==> config.mk <==
export PLATFORM = sky130hd
export DESIGN_NAME = mem_req_arbiter_flat
export DESIGN_NICKNAME = d
export VERILOG_FILES = /design/src/rtl/mem_req_arbiter_if.sv /design/src/rtl/mem_req_arbiter.sv /design/src/flat_wrapper.sv
export SDC_FILE = /design/constraint.sdc
export NUM_CORES = 1
export LEC_CHECK = 0
export CELL_PAD_IN_SITES_DETAIL_PLACEMENT = 1
export CELL_PAD_IN_SITES_GLOBAL_PLACEMENT = 2
export CORE_MARGIN = 4
export CORE_UTILIZATION = 37
export CTS_BUF_LIST = sky130_fd_sc_hd__clkbuf_8
export DETAILED_ROUTE_END_ITERATION = 8
export PLACE_DENSITY_LB_ADDON = 0.1
export SLEW_MARGIN = 10
export SYNTH_ARGS = -nofsm -noshare
export SYNTH_HDL_FRONTEND = slang
export SYNTH_SLANG_ARGS = --single-unit
export TNS_END_PERCENT = 20
==> constraint.sdc <==
create_clock -name clk -period 2.32 [get_ports clk]
set_input_delay 0.58 -clock clk [delete_from_list [all_inputs] [get_ports clk]]
set_output_delay 0.58 -clock clk [all_outputs]
set_load 0.1 [all_outputs]
==> src/rtl/mem_req_arbiter_if.sv <==
`default_nettype none
// ============================================================================
//  Module   : mem_req_arbiter_if
//  Purpose  : Bundles the two client request/response ports and the single
//             memory-controller request/response port of mem_req_arbiter.
//  Modports :
//    master - arbiter view: samples client requests and controller
//             responses; drives client stall/response and controller request.
//    slave  - environment view (clients + controller model), mirror image.
//  Signals  :
//    cN_valid/addr/data/rw/id   client N request            (N = 0, 1)
//    cN_stall                   client N request FIFO full
//    cN_rdata/rid/rvalid        client N response
//    mem_valid/addr/data/rw/id  request to the controller
//    mem_stall                  controller back-pressure
//    mem_rdata/rid/rvalid       controller response
//  Revision : 1.0 - initial release
// ============================================================================
interface mem_req_arbiter_if #(
  parameter int ADDR_WIDTH     = 32,
  parameter int LINE_WIDTH     = 32,
  parameter int CLIENT_ID_BITS = 3
);

  // Client 0
  logic                      c0_valid;
  logic [ADDR_WIDTH-1:0]     c0_addr;
  logic [LINE_WIDTH-1:0]     c0_data;
  logic                      c0_rw;
  logic [CLIENT_ID_BITS-1:0] c0_id;
  logic                      c0_stall;
  logic [LINE_WIDTH-1:0]     c0_rdata;
  logic [CLIENT_ID_BITS-1:0] c0_rid;
  logic                      c0_rvalid;

  // Client 1
  logic                      c1_valid;
  logic [ADDR_WIDTH-1:0]     c1_addr;
  logic [LINE_WIDTH-1:0]     c1_data;
  logic                      c1_rw;
  logic [CLIENT_ID_BITS-1:0] c1_id;
  logic                      c1_stall;
  logic [LINE_WIDTH-1:0]     c1_rdata;
  logic [CLIENT_ID_BITS-1:0] c1_rid;
  logic                      c1_rvalid;

  // Memory-controller side; ID carries the source client in its MSB
  logic                      mem_valid;
  logic [ADDR_WIDTH-1:0]     mem_addr;
  logic [LINE_WIDTH-1:0]     mem_data;
  logic                      mem_rw;
  logic [CLIENT_ID_BITS:0]   mem_id;
  logic                      mem_stall;
  logic [LINE_WIDTH-1:0]     mem_rdata;
  logic [CLIENT_ID_BITS:0]   mem_rid;
  logic                      mem_rvalid;

  modport master (
    input  c0_valid, c0_addr, c0_data, c0_rw, c0_id,
    output c0_stall, c0_rdata, c0_rid, c0_rvalid,
    input  c1_valid, c1_addr, c1_data, c1_rw, c1_id,
    output c1_stall, c1_rdata, c1_rid, c1_rvalid,
    output mem_valid, mem_addr, mem_data, mem_rw, mem_id,
    input  mem_stall, mem_rdata, mem_rid, mem_rvalid
  );

  modport slave (
    output c0_valid, c0_addr, c0_data, c0_rw, c0_id,
    input  c0_stall, c0_rdata, c0_rid, c0_rvalid,
    output c1_valid, c1_addr, c1_data, c1_rw, c1_id,
    input  c1_stall, c1_rdata, c1_rid, c1_rvalid,
    input  mem_valid, mem_addr, mem_data, mem_rw, mem_id,
    output mem_stall, mem_rdata, mem_rid, mem_rvalid
  );

endinterface
`default_nettype wire

==> src/rtl/mem_req_arbiter.sv <==
`default_nettype none
// ============================================================================
//  Module   : mem_req_arbiter
//  Purpose  : Two-client request arbiter in front of the DDR controller
//             wrapper. Each client owns a small request FIFO with a
//             registered full flag (cN_stall). One FIFO head is issued per
//             cycle while the controller is not stalling; responses are
//             registered and steered back by the source bit in the ID MSB.
//  Ports    :
//    clk    in  clock
//    reset  in  asynchronous active-low reset
//    bus    mem_req_arbiter_if.master (client and controller ports)
//  Config   : `MEM_REQ_ARBITER_RR_EN defined   -> round-robin arbitration
//             `MEM_REQ_ARBITER_RR_EN undefined -> fixed priority, client 0
//  Revision : 1.0 - initial release
// ============================================================================
module mem_req_arbiter #(
  parameter int FIFO_INDEX_BITS = 1,
  parameter int ADDR_WIDTH      = 32,
  parameter int LINE_WIDTH      = 32,
  parameter int CLIENT_ID_BITS  = 3
) (
  input  logic              clk,
  input  logic              reset,
  mem_req_arbiter_if.master bus
);

  localparam int                         c_DEPTH   = 1 << FIFO_INDEX_BITS;
  localparam logic [FIFO_INDEX_BITS-1:0] c_PTR_ONE = FIFO_INDEX_BITS'(1);

  // --------------------------------------------------------------------------
  // Client ports gathered into arrays so both FIFOs share one generate body
  // --------------------------------------------------------------------------
  logic [1:0]                w_valid;
  logic [ADDR_WIDTH-1:0]     w_addr    [2];
  logic [LINE_WIDTH-1:0]     w_data    [2];
  logic [1:0]                w_rw;
  logic [CLIENT_ID_BITS-1:0] w_id      [2];

  assign w_valid   = {bus.c1_valid, bus.c0_valid};
  assign w_addr[0] = bus.c0_addr;
  assign w_addr[1] = bus.c1_addr;
  assign w_data[0] = bus.c0_data;
  assign w_data[1] = bus.c1_data;
  assign w_rw      = {bus.c1_rw, bus.c0_rw};
  assign w_id[0]   = bus.c0_id;
  assign w_id[1]   = bus.c1_id;

  // Per-client FIFO status and head entry
  logic [1:0]                w_push;
  logic [1:0]                w_pop;
  logic [1:0]                w_empty;
  logic [1:0]                w_full;
  logic [ADDR_WIDTH-1:0]     w_head_addr [2];
  logic [LINE_WIDTH-1:0]     w_head_data [2];
  logic [1:0]                w_head_rw;
  logic [CLIENT_ID_BITS-1:0] w_head_id   [2];

  // Per-client registered response
  logic [1:0]                w_rvalid;
  logic [LINE_WIDTH-1:0]     w_rdata     [2];
  logic [CLIENT_ID_BITS-1:0] w_rid       [2];

  // Source client of the incoming response
  logic w_rsp_src;
  assign w_rsp_src = bus.mem_rid[CLIENT_ID_BITS];

  // --------------------------------------------------------------------------
  // Request FIFOs and response registers, one instance per client
  // --------------------------------------------------------------------------
  for (genvar gi = 0; gi < 2; gi++) begin : g_client
    localparam logic c_SRC = 1'(gi);

    logic [FIFO_INDEX_BITS-1:0] head_q, head_d;
    logic [FIFO_INDEX_BITS-1:0] tail_q, tail_d;
    logic                       full_q, full_d;
    logic [ADDR_WIDTH-1:0]      addr_q [c_DEPTH];
    logic [LINE_WIDTH-1:0]      data_q [c_DEPTH];
    logic                       rw_q   [c_DEPTH];
    logic [CLIENT_ID_BITS-1:0]  id_q   [c_DEPTH];

    logic                       rvalid_q, rvalid_d;
    logic [LINE_WIDTH-1:0]      rdata_q,  rdata_d;
    logic [CLIENT_ID_BITS-1:0]  rid_q,    rid_d;

    // Pushes are gated by the registered full flag only, so the stall seen
    // by the client never depends on its own valid in the same cycle.
    assign w_push[gi]  = w_valid[gi] & ~full_q;
    assign w_empty[gi] = (head_q == tail_q) & ~full_q;
    assign w_full[gi]  = full_q;

    always_comb begin
      head_d = head_q;
      tail_d = tail_q;
      full_d = full_q;
      if (w_push[gi]) begin
        tail_d = tail_q + c_PTR_ONE;
      end
      if (w_pop[gi]) begin
        head_d = head_q + c_PTR_ONE;
      end
      // Full can only be reached by a push; any pop without a push frees a
      // slot. Push+pop keeps occupancy, compared against the moved head.
      if (w_push[gi] && !w_pop[gi]) begin
        full_d = (tail_d == head_q);
      end else if (w_push[gi] && w_pop[gi]) begin
        full_d = (tail_d == head_d);
      end else if (w_pop[gi]) begin
        full_d = 1'b0;
      end
    end

    always_ff @(posedge clk or negedge reset) begin
      if (!reset) begin
        head_q <= '0;
        tail_q <= '0;
        full_q <= 1'b0;
        for (int i = 0; i < c_DEPTH; i++) begin
          addr_q[i] <= '0;
          data_q[i] <= '0;
          rw_q[i]   <= 1'b0;
          id_q[i]   <= '0;
        end
      end else begin
        head_q <= head_d;
        tail_q <= tail_d;
        full_q <= full_d;
        if (w_push[gi]) begin
          addr_q[tail_q] <= w_addr[gi];
          data_q[tail_q] <= w_data[gi];
          rw_q[tail_q]   <= w_rw[gi];
          id_q[tail_q]   <= w_id[gi];
        end
      end
    end

    assign w_head_addr[gi] = addr_q[head_q];
    assign w_head_data[gi] = data_q[head_q];
    assign w_head_rw[gi]   = rw_q[head_q];
    assign w_head_id[gi]   = id_q[head_q];

    // Response steering: strobe only the addressed client; the other client
    // keeps its last data/ID and sees its strobe drop.
    always_comb begin
      rvalid_d = bus.mem_rvalid & (w_rsp_src == c_SRC);
      rdata_d  = rdata_q;
      rid_d    = rid_q;
      if (rvalid_d) begin
        rdata_d = bus.mem_rdata;
        rid_d   = bus.mem_rid[CLIENT_ID_BITS-1:0];
      end
    end

    always_ff @(posedge clk or negedge reset) begin
      if (!reset) begin
        rvalid_q <= 1'b0;
        rdata_q  <= '0;
        rid_q    <= '0;
      end else begin
        rvalid_q <= rvalid_d;
        rdata_q  <= rdata_d;
        rid_q    <= rid_d;
      end
    end

    assign w_rvalid[gi] = rvalid_q;
    assign w_rdata[gi]  = rdata_q;
    assign w_rid[gi]    = rid_q;
  end

  // --------------------------------------------------------------------------
  // Arbitration. w_gnt is the client that is (or, under stall, would be)
  // granted. With both FIFOs empty it points at client 0, whose head is all
  // zeros straight after reset.
  // --------------------------------------------------------------------------
  logic w_gnt;
  logic w_any;
  logic w_issue;

  assign w_any   = ~(&w_empty);
  assign w_issue = w_any & ~bus.mem_stall;

`ifdef MEM_REQ_ARBITER_RR_EN
  logic last_grant_q, last_grant_d;

  always_comb begin
    if (!w_empty[0] && !w_empty[1]) begin
      w_gnt = ~last_grant_q;
    end else begin
      w_gnt = w_empty[0] & ~w_empty[1];
    end
  end

  // Only an actual pop moves the round-robin pointer
  always_comb begin
    last_grant_d = last_grant_q;
    if (w_issue) begin
      last_grant_d = w_gnt;
    end
  end

  always_ff @(posedge clk or negedge reset) begin
    if (!reset) begin
      last_grant_q <= 1'b1;
    end else begin
      last_grant_q <= last_grant_d;
    end
  end
`else
  // Fixed priority: client 1 is served only while client 0 is empty
  assign w_gnt = w_empty[0] & ~w_empty[1];
`endif

  assign w_pop = {w_issue & w_gnt, w_issue & ~w_gnt};

  // --------------------------------------------------------------------------
  // Outputs. mem_valid depends on registered FIFO state and mem_stall only,
  // so a request accepted at one edge is visible no earlier than the next
  // cycle.
  // --------------------------------------------------------------------------
  assign bus.mem_valid = w_issue;
  assign bus.mem_addr  = w_head_addr[w_gnt];
  assign bus.mem_data  = w_head_data[w_gnt];
  assign bus.mem_rw    = w_head_rw[w_gnt];
  assign bus.mem_id    = {w_gnt, w_head_id[w_gnt]};

  assign bus.c0_stall  = w_full[0];
  assign bus.c1_stall  = w_full[1];
  assign bus.c0_rvalid = w_rvalid[0];
  assign bus.c1_rvalid = w_rvalid[1];
  assign bus.c0_rdata  = w_rdata[0];
  assign bus.c1_rdata  = w_rdata[1];
  assign bus.c0_rid    = w_rid[0];
  assign bus.c1_rid    = w_rid[1];

endmodule
`default_nettype wire
==> src/flat_wrapper.sv <==
// flat-port wrapper written by rule: the top's interface ports become plain ports
module mem_req_arbiter_flat 
#(
  parameter int FIFO_INDEX_BITS = 1,
  parameter int ADDR_WIDTH      = 32,
  parameter int LINE_WIDTH      = 32,
  parameter int CLIENT_ID_BITS  = 3
)
  (clk, reset, bus_c0_valid, bus_c0_addr, bus_c0_data, bus_c0_rw, bus_c0_id, bus_c0_stall, bus_c0_rdata, bus_c0_rid, bus_c0_rvalid, bus_c1_valid, bus_c1_addr, bus_c1_data, bus_c1_rw, bus_c1_id, bus_c1_stall, bus_c1_rdata, bus_c1_rid, bus_c1_rvalid, bus_mem_valid, bus_mem_addr, bus_mem_data, bus_mem_rw, bus_mem_id, bus_mem_stall, bus_mem_rdata, bus_mem_rid, bus_mem_rvalid);
  mem_req_arbiter_if #(.ADDR_WIDTH(ADDR_WIDTH), .LINE_WIDTH(LINE_WIDTH), .CLIENT_ID_BITS(CLIENT_ID_BITS)) bus_i ();
  input  logic clk;
  input  logic reset;
  input wire logic [$bits(bus_i.c0_valid)-1:0] bus_c0_valid;
  input wire logic [$bits(bus_i.c0_addr)-1:0] bus_c0_addr;
  input wire logic [$bits(bus_i.c0_data)-1:0] bus_c0_data;
  input wire logic [$bits(bus_i.c0_rw)-1:0] bus_c0_rw;
  input wire logic [$bits(bus_i.c0_id)-1:0] bus_c0_id;
  output wire logic [$bits(bus_i.c0_stall)-1:0] bus_c0_stall;
  output wire logic [$bits(bus_i.c0_rdata)-1:0] bus_c0_rdata;
  output wire logic [$bits(bus_i.c0_rid)-1:0] bus_c0_rid;
  output wire logic [$bits(bus_i.c0_rvalid)-1:0] bus_c0_rvalid;
  input wire logic [$bits(bus_i.c1_valid)-1:0] bus_c1_valid;
  input wire logic [$bits(bus_i.c1_addr)-1:0] bus_c1_addr;
  input wire logic [$bits(bus_i.c1_data)-1:0] bus_c1_data;
  input wire logic [$bits(bus_i.c1_rw)-1:0] bus_c1_rw;
  input wire logic [$bits(bus_i.c1_id)-1:0] bus_c1_id;
  output wire logic [$bits(bus_i.c1_stall)-1:0] bus_c1_stall;
  output wire logic [$bits(bus_i.c1_rdata)-1:0] bus_c1_rdata;
  output wire logic [$bits(bus_i.c1_rid)-1:0] bus_c1_rid;
  output wire logic [$bits(bus_i.c1_rvalid)-1:0] bus_c1_rvalid;
  output wire logic [$bits(bus_i.mem_valid)-1:0] bus_mem_valid;
  output wire logic [$bits(bus_i.mem_addr)-1:0] bus_mem_addr;
  output wire logic [$bits(bus_i.mem_data)-1:0] bus_mem_data;
  output wire logic [$bits(bus_i.mem_rw)-1:0] bus_mem_rw;
  output wire logic [$bits(bus_i.mem_id)-1:0] bus_mem_id;
  input wire logic [$bits(bus_i.mem_stall)-1:0] bus_mem_stall;
  input wire logic [$bits(bus_i.mem_rdata)-1:0] bus_mem_rdata;
  input wire logic [$bits(bus_i.mem_rid)-1:0] bus_mem_rid;
  input wire logic [$bits(bus_i.mem_rvalid)-1:0] bus_mem_rvalid;
  assign bus_i.c0_valid = bus_c0_valid;
  assign bus_i.c0_addr = bus_c0_addr;
  assign bus_i.c0_data = bus_c0_data;
  assign bus_i.c0_rw = bus_c0_rw;
  assign bus_i.c0_id = bus_c0_id;
  assign bus_c0_stall = bus_i.c0_stall;
  assign bus_c0_rdata = bus_i.c0_rdata;
  assign bus_c0_rid = bus_i.c0_rid;
  assign bus_c0_rvalid = bus_i.c0_rvalid;
  assign bus_i.c1_valid = bus_c1_valid;
  assign bus_i.c1_addr = bus_c1_addr;
  assign bus_i.c1_data = bus_c1_data;
  assign bus_i.c1_rw = bus_c1_rw;
  assign bus_i.c1_id = bus_c1_id;
  assign bus_c1_stall = bus_i.c1_stall;
  assign bus_c1_rdata = bus_i.c1_rdata;
  assign bus_c1_rid = bus_i.c1_rid;
  assign bus_c1_rvalid = bus_i.c1_rvalid;
  assign bus_mem_valid = bus_i.mem_valid;
  assign bus_mem_addr = bus_i.mem_addr;
  assign bus_mem_data = bus_i.mem_data;
  assign bus_mem_rw = bus_i.mem_rw;
  assign bus_mem_id = bus_i.mem_id;
  assign bus_i.mem_stall = bus_mem_stall;
  assign bus_i.mem_rdata = bus_mem_rdata;
  assign bus_i.mem_rid = bus_mem_rid;
  assign bus_i.mem_rvalid = bus_mem_rvalid;
  mem_req_arbiter #(.FIFO_INDEX_BITS(FIFO_INDEX_BITS), .ADDR_WIDTH(ADDR_WIDTH), .LINE_WIDTH(LINE_WIDTH), .CLIENT_ID_BITS(CLIENT_ID_BITS)) u_core (.clk(clk), .reset(reset), .bus(bus_i));
endmodule
==> impl_metrics.json <==
{
  "areaGrowthSynthToFinish_pct": 50.37,
  "endpoint": "bus_mem_data[10]",
  "cp.arrival_ns": 2.51,
  "path_max_fanout": 7,
  "setup_ws_ns": -0.7730,
  "clkLatencyLatePin_ns": 0.63,
  "hold_depth": 1,
  "drc_errors": 0,
  "grt_pass1_vias": 11456,
  "critical_path.startpoint_type": "flip-flop",
  "violations": "setup timing",
  "core_mm2": 0.04074,
  "crit_type": "flip-flop to primary output",
  "antenna_found_initial": 10,
  "start_util": 0.3735,
  "synthDistinctLibCells": 26,
  "r2r_setup_slack_ns": 0.53,
  "drive_gt1_frac": 0.2934,
  "outcome": "complete, but fails checks",
  "clkSinkCount": 350,
  "rr_worst_depth": 6,
  "gp_congestion": 0.7209,
  "cts_max_path_buffers": 3,
  "wl_per_cell_um": 21.54,
  "max_freq_mhz": 323.3,
  "setup_viol": 70,
  "synth.avg_cell_area_um2": 15.29,
  "grt_pass1_wl_mm": 67.75,
  "worstReg2RegStart": "u_core.bus.c0_stall",
  "fp.dieW_um": 210.8,
  "fin_nets": 1625,
  "dr.pass1.iters": 4,
  "drtIter0Drc": 227,
  "cts_tree": "done",
  "synth_warnings": 0,
  "hold_viol": 0,
  "worstSetupEndpointType": "primary output",
  "netlist_area_mm2": 0.01522,
  "htreeDepth": 2,
  "dp.final_hpwl_mm": 31.72,
  "synth_cells": 995,
  "grt_max_degree": 63,
  "cts_buffers": 61,
  "crit_start": "u_core.g_client[1].head_q",
  "hold_slack_ns": 0.4829,
  "ios": 322,
  "io_buffers": 321,
  "hold_path.class": "flip-flop to flip-flop",
  "vias": 9980,
  "final_antenna_net_count": 0,
  "yosysSeqAreaShare": 0.5756,
  "clockRootBuffer": "clkbuf_8",
  "die_y_um": 210.8,
  "nFillCells": 3855,
  "drv_slew": 0,
  "required_ns": 1.74,
  "drt_wl_total_mm": 43.69,
  "drv_cap": 0,
  "vias_per_cell": 4.921,
  "globalRouteTotalUtil": 0.1967,
  "clk_pin_slew_worst_paths_ns": 0.06,
  "die_area_mm2": 0.04443,
  "worstMarginPinSlew_ns": 0.4985,
  "slew-limit-headroom": 0.6677,
  "fin_crit_ns": 3.093,
  "r2r_end": "u_core.g_client[0].addr_q[46]",
  "ys_ff_latch": 350,
  "core.rowCount": 74,
  "finalClockSkew_ns": 0.02281,
  "rsz0062_at_grt": "yes",
  "grt_overflow": 0,
  "finalCritPeriodShare": 1.333,
  "synth_nets": 1177
}
Yosys cell counts:
cell      count  area share
buf_8         1     0.00099
nor2b_1       2     0.00082
a22o_1        2      0.0012
clkbuf_1     12      0.0030
nand2_1       3     0.00074
dfrtp_1     350        0.58
a31oi_1       1     0.00041
nand2b_1      1     0.00041
a21oi_1       1     0.00033
mux2i_1     205        0.13
o21ai_0       1     0.00033
buf_4         7      0.0035
buf_2        20      0.0066
mux2_1      342        0.25
xnor2_1       2      0.0012
inv_2         2     0.00049
nor2_1        2     0.00049
buf_6         2      0.0015
buf_1        22      0.0054
xor2_1        4      0.0023
nand3b_1      1     0.00049
a211oi_2      1     0.00082
o21ai_1       1     0.00033
ha_1          4      0.0033
a2111o_1      1     0.00074
inv_1         5      0.0012
stage by stage:
stage / cells / worst slack, ns / cell area (µm²) / utilization / TNS (ns)
finish: 2028 / -0.7730 / 22880 / 0.5616 / -47.89
global route: 2027 / -0.8864 / 22880 / 0.5615 / -56.43
CTS: 2024 / -0.8620 / 22830 / 0.5604 / -54.47
detailed placement: 1905 / -0.2029 / 21520 / 0.5283 / -8.243
global placement: 1905 / -0.1723 / 21520 / 0.5283 / -7.589
floorplan: 995 / -0.3692 / 16110 / - / -22.33
worst min path at each step:
stage	startpoint	to
global route	u_core.g_client[0].data_q[11]	u_core.g_client[0].data_q[11]
detailed placement	u_core.g_client[0].id_q[4]	u_core.g_client[0].id_q[4]
CTS	reset	u_core.g_client[0].addr_q[35]
finish	u_core.g_client[1].addr_q[47]	u_core.g_client[1].addr_q[47]
floorplan	reset	u_core.bus.c0_rdata[0]
global placement	u_core.g_client[0].addr_q[59]	u_core.g_client[0].addr_q[59]
critical path, stage by stage, from the launching register on:
cell and delay, ns:
dfrtp_4 0.50, xnor2_4 0.15, a211oi_4 0.24, buf_4 0.16, buf_12 0.16, buf_12 0.18
mux2i_4 0.28, buf_12 0.20
cell type report:
type	instances	area (µm²)	share of cell area
clock buffer	76	1046	0.04572
inverter	7	28.78	0.001258
multi-input combinational	574	7077	0.3093
antenna	3	7.507	0.0003281
sequential	350	8771	0.3834
tap	532	665.6	0.02909
timing repair buffer	449	5135	0.2244
clock inverter	37	148.9	0.006508
layer usage:
metal | vias up | part of all wire | GRT usage
li1 | 4495 | - | -
met1 | 5165 | 0.41 | 0.2420
met2 | 245 | 0.51 | 0.3350
met3 | 61 | 0.072 | 0.06594
met4 | 14 | 0.014 | 0.05120
met5 | - | 0.0023 | 0
kinds of logic (layout without fill, tap and decap cells):
group	count (synthesis)	after routing	synth area share
simple gates	9	9	0.002961
xor+xnor	6	6	0.003454
flops	350	350	0.5756
mux	547	547	0.3880
compound gates	8	8	0.004111
other cells	0	3	0
buf+inv	71	569	0.02261
fa+ha+maj	4	4	0.003289
sequential cells by signal, summed over array words and instances (netlist names), 2 cells and up:
name	count
u_core.g_client.addr_q	128
u_core.g_client.data_q	128
u_core.bus.c0_rdata	32
u_core.bus.c1_rdata	32
u_core.g_client.id_q	12
u_core.g_client.rw_q	4
u_core.bus.c0_rid	3
u_core.bus.c1_rid	3
u_core.g_client.head_q	2
u_core.g_client.tail_q	2
placed cells by master, fill, tap and decap left out, types with 2 or more instances in the layout:
cell | netlist | layout
mux2i_4 | 0 | 68
mux2_1 | 342 | 342
xor2_1 | 4 | 3
a22o_1 | 2 | 2
buf_4 | 7 | 165
nor2b_1 | 2 | 2
ha_4 | 0 | 4
buf_12 | 0 | 99
diode_2 | 0 | 3
nor2_1 | 2 | 2
inv_2 | 2 | 2
mux2i_1 | 205 | 137
clkinv_2 | 0 | 5
dfrtp_4 | 0 | 3
inv_1 | 5 | 35
dfrtp_1 | 350 | 346
clkdlybuf4s50_1 | 0 | 176
buf_6 | 2 | 4
nand2_1 | 3 | 3
clkbuf_8 | 0 | 76
buf_16 | 0 | 3
repair_timing:
action                     4_1_cts  5_1_grt
setup buffers                    3        1
pin swaps                        1        3
hold endpoints to repair        43        0
setup endpoints to repair       70       70
gates cloned                     2        0
resized for setup                7        4
hold buffers                     1        0
Power is not shown: default switching activity piles up to over one toggle a cycle in this logic, so the estimate is an artifact.
